<file path="src/rtl/pipe_ctrl_pkg.sv">
// Shared definitions for the pipeline stall/flush controller:
// stall bus type, per-stage stop flags, stall encodings, divider FSM codes
// and a saturating increment helper for the optional perf counters.
package pipe_ctrl_pkg;

    localparam int STALL_BUS_W = 6;

    // bit0=PC, 1=IF, 2=ID, 3=EX, 4=MEM, 5=WB
    typedef logic [STALL_BUS_W-1:0] StallBus;

    localparam logic Stop   = 1'b1;
    localparam logic NoStop = 1'b0;

    localparam StallBus STALL_NONE = {NoStop, NoStop, NoStop, NoStop, NoStop, NoStop};
    // Freeze PC/IF/ID, bubble into EX
    localparam StallBus STALL_LOAD = {NoStop, NoStop, NoStop, Stop, Stop, Stop};
    // Freeze up to EX, bubble into MEM
    localparam StallBus STALL_DIV  = {NoStop, NoStop, Stop, Stop, Stop, Stop};
    // Freeze up to MEM, bubble into WB
    localparam StallBus STALL_MEM  = {NoStop, Stop, Stop, Stop, Stop, Stop};

    // Divider sequencer state codes
    localparam logic [0:0] DIV_IDLE = 1'b0;
    localparam logic [0:0] DIV_RUN  = 1'b1;

    function automatic logic [31:0] sat_inc(input logic [31:0] v);
        return (v == 32'hFFFF_FFFF) ? v : v + 32'd1;
    endfunction

endpackage

</file>
<file path="src/rtl/pipe_ctrl_divseq.sv">
// Iterative divider sequencer: IDLE/DIV_RUN FSM with a latched early result.
// Handshake: div_start is a one-cycle launch pulse issued only from IDLE;
// div_done is a one-cycle result pulse that counts only while in DIV_RUN
// (never in the launch cycle); if MEM is stalled when it arrives it is
// remembered in done_seen and consumed on the first unstalled cycle.
// div_cancel is a one-cycle abort pulse issued when a flush hits DIV_RUN.
module pipe_ctrl_divseq
    import pipe_ctrl_pkg::*;
(
    input  logic clk,
    input  logic rst,
    input  logic ex_div_req,
    input  logic div_done,
    input  logic mem_stall,
    input  logic flush,
    output logic div_start,
    output logic div_cancel,
    output logic div_hold,
    output logic state_dbg
);

    logic [0:0] state, state_nxt;
    logic       done_seen, done_seen_nxt;

    // Next-state and launch/abort/hold decode
    always_comb begin
        state_nxt     = state;
        done_seen_nxt = done_seen;
        div_start     = 1'b0;
        div_cancel    = 1'b0;
        div_hold      = 1'b0;
        case (state)
            DIV_IDLE: begin
                if (ex_div_req && !mem_stall && !flush) begin
                    div_start = 1'b1;
                    div_hold  = 1'b1;
                    state_nxt = DIV_RUN;
                end
            end
            DIV_RUN: begin
                if (flush) begin
                    div_cancel    = 1'b1;
                    done_seen_nxt = 1'b0;
                    state_nxt     = DIV_IDLE;
                end else if (mem_stall) begin
                    // Divider keeps running; MEM stall dominates the bus
                    done_seen_nxt = done_seen | div_done;
                end else if (div_done || done_seen) begin
                    // EX advances at this edge
                    done_seen_nxt = 1'b0;
                    state_nxt     = DIV_IDLE;
                end else begin
                    div_hold = 1'b1;
                end
            end
            default: begin
                state_nxt     = DIV_IDLE;
                done_seen_nxt = 1'b0;
            end
        endcase
    end

    // State and latched-result registers
    always_ff @(posedge clk or negedge rst) begin
        if (!rst) begin
            state     <= DIV_IDLE;
            done_seen <= 1'b0;
        end else begin
            state     <= state_nxt;
            done_seen <= done_seen_nxt;
        end
    end

    assign state_dbg = state[0];

endmodule

</file>
<file path="src/rtl/pipe_ctrl.sv">
// Central stall/flush controller for the 5-stage pipeline.
// Merges ID/EX/MEM stall requests into the stall bus (flush > MEM > DIV >
// LOAD > NONE), sequences the divider, and converts exceptions into a
// one-cycle flush with redirect PC, deferred while MEM is stalled.
// Optional build macro: PIPE_CTRL_PERF_EN adds saturating perf counters.
module pipe_ctrl
    import pipe_ctrl_pkg::*;
#(
    parameter int STALL_W = 6,
    parameter int PC_W    = 32
) (
    input  logic              clk,
    input  logic              rst,
    input  logic              id_stallreq,
    input  logic              ex_div_req,
    input  logic              div_done,
    input  logic              mem_stallreq,
    input  logic              except_req,
    input  logic [PC_W-1:0]   except_pc,
    output logic [STALL_W-1:0] stall,
    output logic              flush,
    output logic [PC_W-1:0]   new_pc,
    output logic              div_start,
    output logic              div_cancel,
    output logic              dbg_div_state
`ifdef PIPE_CTRL_PERF_EN
    ,
    output logic [31:0]       perf_load_cyc,
    output logic [31:0]       perf_div_cyc,
    output logic [31:0]       perf_mem_cyc,
    output logic [31:0]       perf_flush_cnt
`endif
);

    logic            id_q, ex_q, done_q, mem_q, exc_q;
    logic            ld_mask;
    logic            flush_pend;
    logic [PC_W-1:0] pc_pend;
    logic            flush_now;
    logic            div_hold;
    StallBus         stall_sel;

    // Requests are qualified by reset so every output is quiet while held in reset
    always_comb begin
        id_q   = id_stallreq  & rst;
        ex_q   = ex_div_req   & rst;
        done_q = div_done     & rst;
        mem_q  = mem_stallreq & rst;
        exc_q  = except_req   & rst;
    end

    // Flush fires on a fresh or pending exception once MEM is not stalled; latest PC wins
    always_comb begin
        flush_now = !mem_q && (exc_q || flush_pend);
        new_pc    = '0;
        if (flush_now) begin
            new_pc = exc_q ? except_pc : pc_pend;
        end
    end

    pipe_ctrl_divseq u_divseq (
        .clk        (clk),
        .rst        (rst),
        .ex_div_req (ex_q),
        .div_done   (done_q),
        .mem_stall  (mem_q),
        .flush      (flush_now),
        .div_start  (div_start),
        .div_cancel (div_cancel),
        .div_hold   (div_hold),
        .state_dbg  (dbg_div_state)
    );

    // Stall priority mux
    always_comb begin
        stall_sel = STALL_NONE;
        if (flush_now) begin
            stall_sel = STALL_NONE;
        end else if (mem_q) begin
            stall_sel = STALL_MEM;
        end else if (div_hold) begin
            stall_sel = STALL_DIV;
        end else if (id_q && !ld_mask) begin
            stall_sel = STALL_LOAD;
        end
    end

    assign stall = stall_sel;
    assign flush = flush_now;

    // Load-use mask (one bubble per load) and deferred-flush latch
    always_ff @(posedge clk or negedge rst) begin
        if (!rst) begin
            ld_mask    <= 1'b0;
            flush_pend <= 1'b0;
            pc_pend    <= '0;
        end else begin
            ld_mask <= (stall_sel == STALL_LOAD);
            if (exc_q && mem_q) begin
                flush_pend <= 1'b1;
                pc_pend    <= except_pc;
            end else if (flush_now) begin
                flush_pend <= 1'b0;
            end
        end
    end

`ifdef PIPE_CTRL_PERF_EN
    // Saturating stall-cycle and flush-pulse counters
    always_ff @(posedge clk or negedge rst) begin
        if (!rst) begin
            perf_load_cyc  <= '0;
            perf_div_cyc   <= '0;
            perf_mem_cyc   <= '0;
            perf_flush_cnt <= '0;
        end else begin
            if (stall_sel == STALL_LOAD) perf_load_cyc <= sat_inc(perf_load_cyc);
            if (stall_sel == STALL_DIV)  perf_div_cyc  <= sat_inc(perf_div_cyc);
            if (stall_sel == STALL_MEM)  perf_mem_cyc  <= sat_inc(perf_mem_cyc);
            if (flush_now)               perf_flush_cnt <= sat_inc(perf_flush_cnt);
        end
    end
`endif

endmodule

</file>
<file path="config.mk">
export PLATFORM = sky130hd
export DESIGN_NAME = pipe_ctrl
export DESIGN_NICKNAME = d
export VERILOG_FILES = /design/src/rtl/pipe_ctrl_pkg.sv /design/src/rtl/pipe_ctrl_divseq.sv /design/src/rtl/pipe_ctrl.sv
export SDC_FILE = /design/constraint.sdc
export NUM_CORES = 1
export LEC_CHECK = 0
export BUFFER_PORTS_ARGS = -buffer_cell sky130_fd_sc_hd__buf_2
export CAP_MARGIN = 20
export CORE_UTILIZATION = 48
export CTS_BUF_LIST = sky130_fd_sc_hd__clkbuf_2
export CTS_CLUSTER_SIZE = 25
export DETAILED_ROUTE_END_ITERATION = 7
export PLACE_DENSITY = 0.88
export SLEW_MARGIN = 40
export SYNTH_ARGS = -nofsm -noshare
export SYNTH_HDL_FRONTEND = slang
export SYNTH_HIERARCHICAL = 1
export SYNTH_SLANG_ARGS = --single-unit
</file>
<file path="constraint.sdc">
create_clock -name clk -period 2 [get_ports clk]
set_input_delay 0.2 -clock clk [delete_from_list [all_inputs] [get_ports clk]]
set_output_delay 0.2 -clock clk [all_outputs]
set_load 0.005 [all_outputs]
</file>
==> results.md <==
* CTS tree: built
* Slew headroom at 0.625
* Pins Over Slew Limit at 0
* Hold WC Path Type: input pin to register
* Final Cell Area at 0.00308 mm²
* DRC at 0
* Via count at 2039
* Vias per std cell at 5.56
* Detailed Routing Iterations Pass 1 at 4
* Worst slew pin tran at 560 ps
* Mean Syn Cell Area at 11.7 µm²
* Row count at 26
* Post-DRT Antenna Nets at 0
* Num Clock Sinks at 36
* Syn Nets at 258
* Period utilization at 1.03
* Biggest cell delay along the critical path at 430 ps
* Share of layout cells above drive strength 1 at 0.684
* Post-Layout Cell Count at 367
* Net Sw Frac at 0.293
* Die area at 0.00564 mm²
* Die Span Y at 75.1 µm
* ANT cells at 0
* Synth Instances at 219
* Clk pin slew, worst setup/hold paths at 200 ps
* WL final at 5880 µm
* Max Cap Violations at 0
* DR iter-0 viols at 55
* Worst EP required at 1800 ps
* Fin. Hold Viols at 0
* Grt total ovfl at 0
* H-tree Lvls at 2
* P per Cell Area at 686 mW/mm²
* Sequential power share at 0.435
* CTS root buffer: clkbuf_2
* Crit-path slowest cell: dfrtp_1
* Layout Nets at 335
* Mapped Area at 0.00256 mm²
* Register cell area after layout at 901 µm²
* HPWL after DPL at 3650 µm
* Switching power total at 618 µW
* Worst path arrival time at 1860 ps
* Comb power frac at 0.344
* Core Region at 0.00514 mm²
* Antenna violations before repair at 0
* Synth unique cells at 29
* Max VDD drop at 0.000370 V
* Total track usage at 0.206
* Yosys warning count at 6
* Final min period at 2060 ps
* IO Port Bufs at 79
* Vias in the first global route at 1968
* Largest net degree at the start of global routing at 44
* Crit. End Element: output port
* Final setup viols at 4
* DP Area at 0.00291 mm²
* Kind of critical path: register to output port
* Placed Instances at 348
* Status: finished with violations
* Layout area overhead at 20.0%
* Pint at 1.49 mW
* R2r setup slk at 500 ps
* Die X at 75.1 µm
* P_leak at 1.39 nW
* Worst Setup Start Kind: register
* Clock Power Share at 0.222
* Violated checks: setup timing
* Number of synthesized register bits at 36
* Total CTS buffers at 5
* First-pass GRT wire length at 8860 µm
* Fin Clk Skew at 22.3 ps
* Maximum fanout along the worst path at 3
* Clock latency on the worst-skew pair at 390 ps
* RSZ-0062 raised after global routing: true
* Multi-input logic area at 0.00144 mm²
* Clk buf depth at 2
* Routability congestion estimate at 0.722
* Initial Utilization at 0.499
* Drt wl/cell at 16.0 µm
* Ports at 81
* Top delay family on crit path: flip-flops
* Fmax at 485 MHz
* Crit-path cells: or3b_4, a211oi_4, buf_4, a21o_1, buf_2
* Buf+Inv Stages, Crit Path at 2
* Sequential share of the synthesized area at 0.351
* Setup ws final at -61.2 ps
* Fillers at 441
[flip-flops by register name, indices dropped and copies added (netlist names)]
| register | count |
|---|---|
| ld_mask | 1 |
| u_divseq/state_dbg | 1 |
| flush_pend | 1 |
| u_divseq/done_seen | 1 |
| pc_pend | 32 |
[placed cells by master (no fill, tap or decap), drive strengths merged, types with 2 or more instances in the layout]
master / count
buf: 95
dfrtp: 36
nand3: 33
a211oi: 33
a21bo: 32
mux2: 32
clkbuf: 6
dlygate4sd3: 4
and2: 4
a21oi: 4
nor2: 2
nor2b: 2
nand2b: 2
[kinds of logic (layout without fill, tap and decap cells)]
| kind of cell | count (synthesis) | after routing | synth area share |
|---|---|---|---|
| flip-flops | 36 | 36 | 0.351 |
| buffers and inverters | 30 | 108 | 0.0991 |
| AO/OA/AOI/OAI | 72 | 72 | 0.298 |
| multiplexers | 32 | 32 | 0.141 |
| other | 1 | 1 | 0.00146 |
| AND/OR/NAND/NOR | 48 | 48 | 0.109 |
[per-stage QoR]
stage               worst slack [ps]  hold slack, ps  power (mW)  TNS, ps   util
floorplan                      0.442           -95.6        1.43        0      -
global placement                 260            32.2        1.57        0  0.565
detailed placement               211            35.7        1.60        0  0.565
CTS                            -63.5            1.67        2.12     -228  0.595
global route                    -152            15.3        2.23     -603  0.598
finish                         -61.2            38.2        2.11     -170  0.598
[worst reg2reg max path, stage by stage (launching register included)]
cell,delay (ps)
dfrtp_1,430
or3b_4,400
a211oi_4,280
buf_4,150
buf_4,90
nor4b_2,30
[synth_stat cells]
| cell | instances | area share |
|---|---|---|
| a211oi_1 | 4 | 0.012 |
| a211oi_2 | 29 | 0.14 |
| a21bo_2 | 32 | 0.12 |
| a21o_1 | 1 | 0.0029 |
| a21oi_1 | 3 | 0.0059 |
| a21oi_2 | 1 | 0.0034 |
| a2bb2oi_1 | 1 | 0.0034 |
| and2_1 | 3 | 0.0073 |
| and2_2 | 1 | 0.0029 |
| buf_2 | 5 | 0.0098 |
| buf_4 | 10 | 0.029 |
| buf_6 | 13 | 0.057 |
| clkbuf_1 | 1 | 0.0015 |
| conb_1 | 1 | 0.0015 |
| dfrtp_1 | 36 | 0.35 |
| inv_1 | 1 | 0.0015 |
| mux2_1 | 2 | 0.0088 |
| mux2_2 | 30 | 0.13 |
| nand2b_1 | 2 | 0.0049 |
| nand3_1 | 32 | 0.062 |
| nand3_4 | 1 | 0.0068 |
| nand3b_1 | 1 | 0.0029 |
| nor2_1 | 2 | 0.0029 |
| nor2b_1 | 2 | 0.0049 |
| nor3_1 | 1 | 0.0020 |
| nor4b_2 | 1 | 0.0059 |
| o221a_2 | 1 | 0.0044 |
| or2b_1 | 1 | 0.0029 |
| or3b_1 | 1 | 0.0034 |
[path summary, 6_finish.rpt]
| path | start | endpoint | cells after the start |
|---|---|---|---|
| setup / recovery | u_divseq/done_seen$_DFFE_PN0P_ | stall[3] | 5 |
| hold / removal | except_pc[23] | pc_pend[23]$_DFFE_PN0P_ | 2 |
| setup reg to reg | u_divseq/done_seen$_DFFE_PN0P_ | ld_mask$_DFF_PN0_ | 5 |
| hold reg to reg | pc_pend[20]$_DFFE_PN0P_ | pc_pend[20]$_DFFE_PN0P_ | 1 |
| max in group asynchronous | rst | pc_pend[2]$_DFFE_PN0P_ | 3 |
| min in group asynchronous | rst | u_divseq/done_seen$_DFFE_PN0P_ | 2 |
[layer usage]
metal | share of wire | global-route usage | wire, µm
met3 | 0.047 | 0.0375 | 276
met2 | 0.52 | 0.371 | 3070
met4 | 0.0083 | 0.0692 | 49
met5 | 0 | 0 | 0
met1 | 0.42 | 0.247 | 2480
[power groups by stage]
stage / combinational (mW) / sequential (mW) / clock, mW
floorplan: 0.511 / 0.916 / 0
global placement: 0.639 / 0.926 / 0
detailed placement: 0.660 / 0.939 / 0
CTS: 0.711 / 0.916 / 0.489
global route: 0.791 / 0.931 / 0.506
finish: 0.725 / 0.918 / 0.468
[layout make-up]
class,instances,share of cell area
multi-input combinational,153,0.467
sequential,36,0.293
timing repair buffer,99,0.189
tap,70,0.0285
clock inverter,2,0.0114
clock buffer,6,0.00976
inverter,1,0.00122
[what timing repair did]
action / in CTS / in global routing
gates resized for setup: 0 / 3
hold endpoints to repair: 37 / 0
setup buffers: 5 / 1
endpoints found under the setup margin: 4 / 4
hold buffers: 5 / 0
pin swaps: 1 / 1
Note: power is estimated with default switching activity, not from simulation.
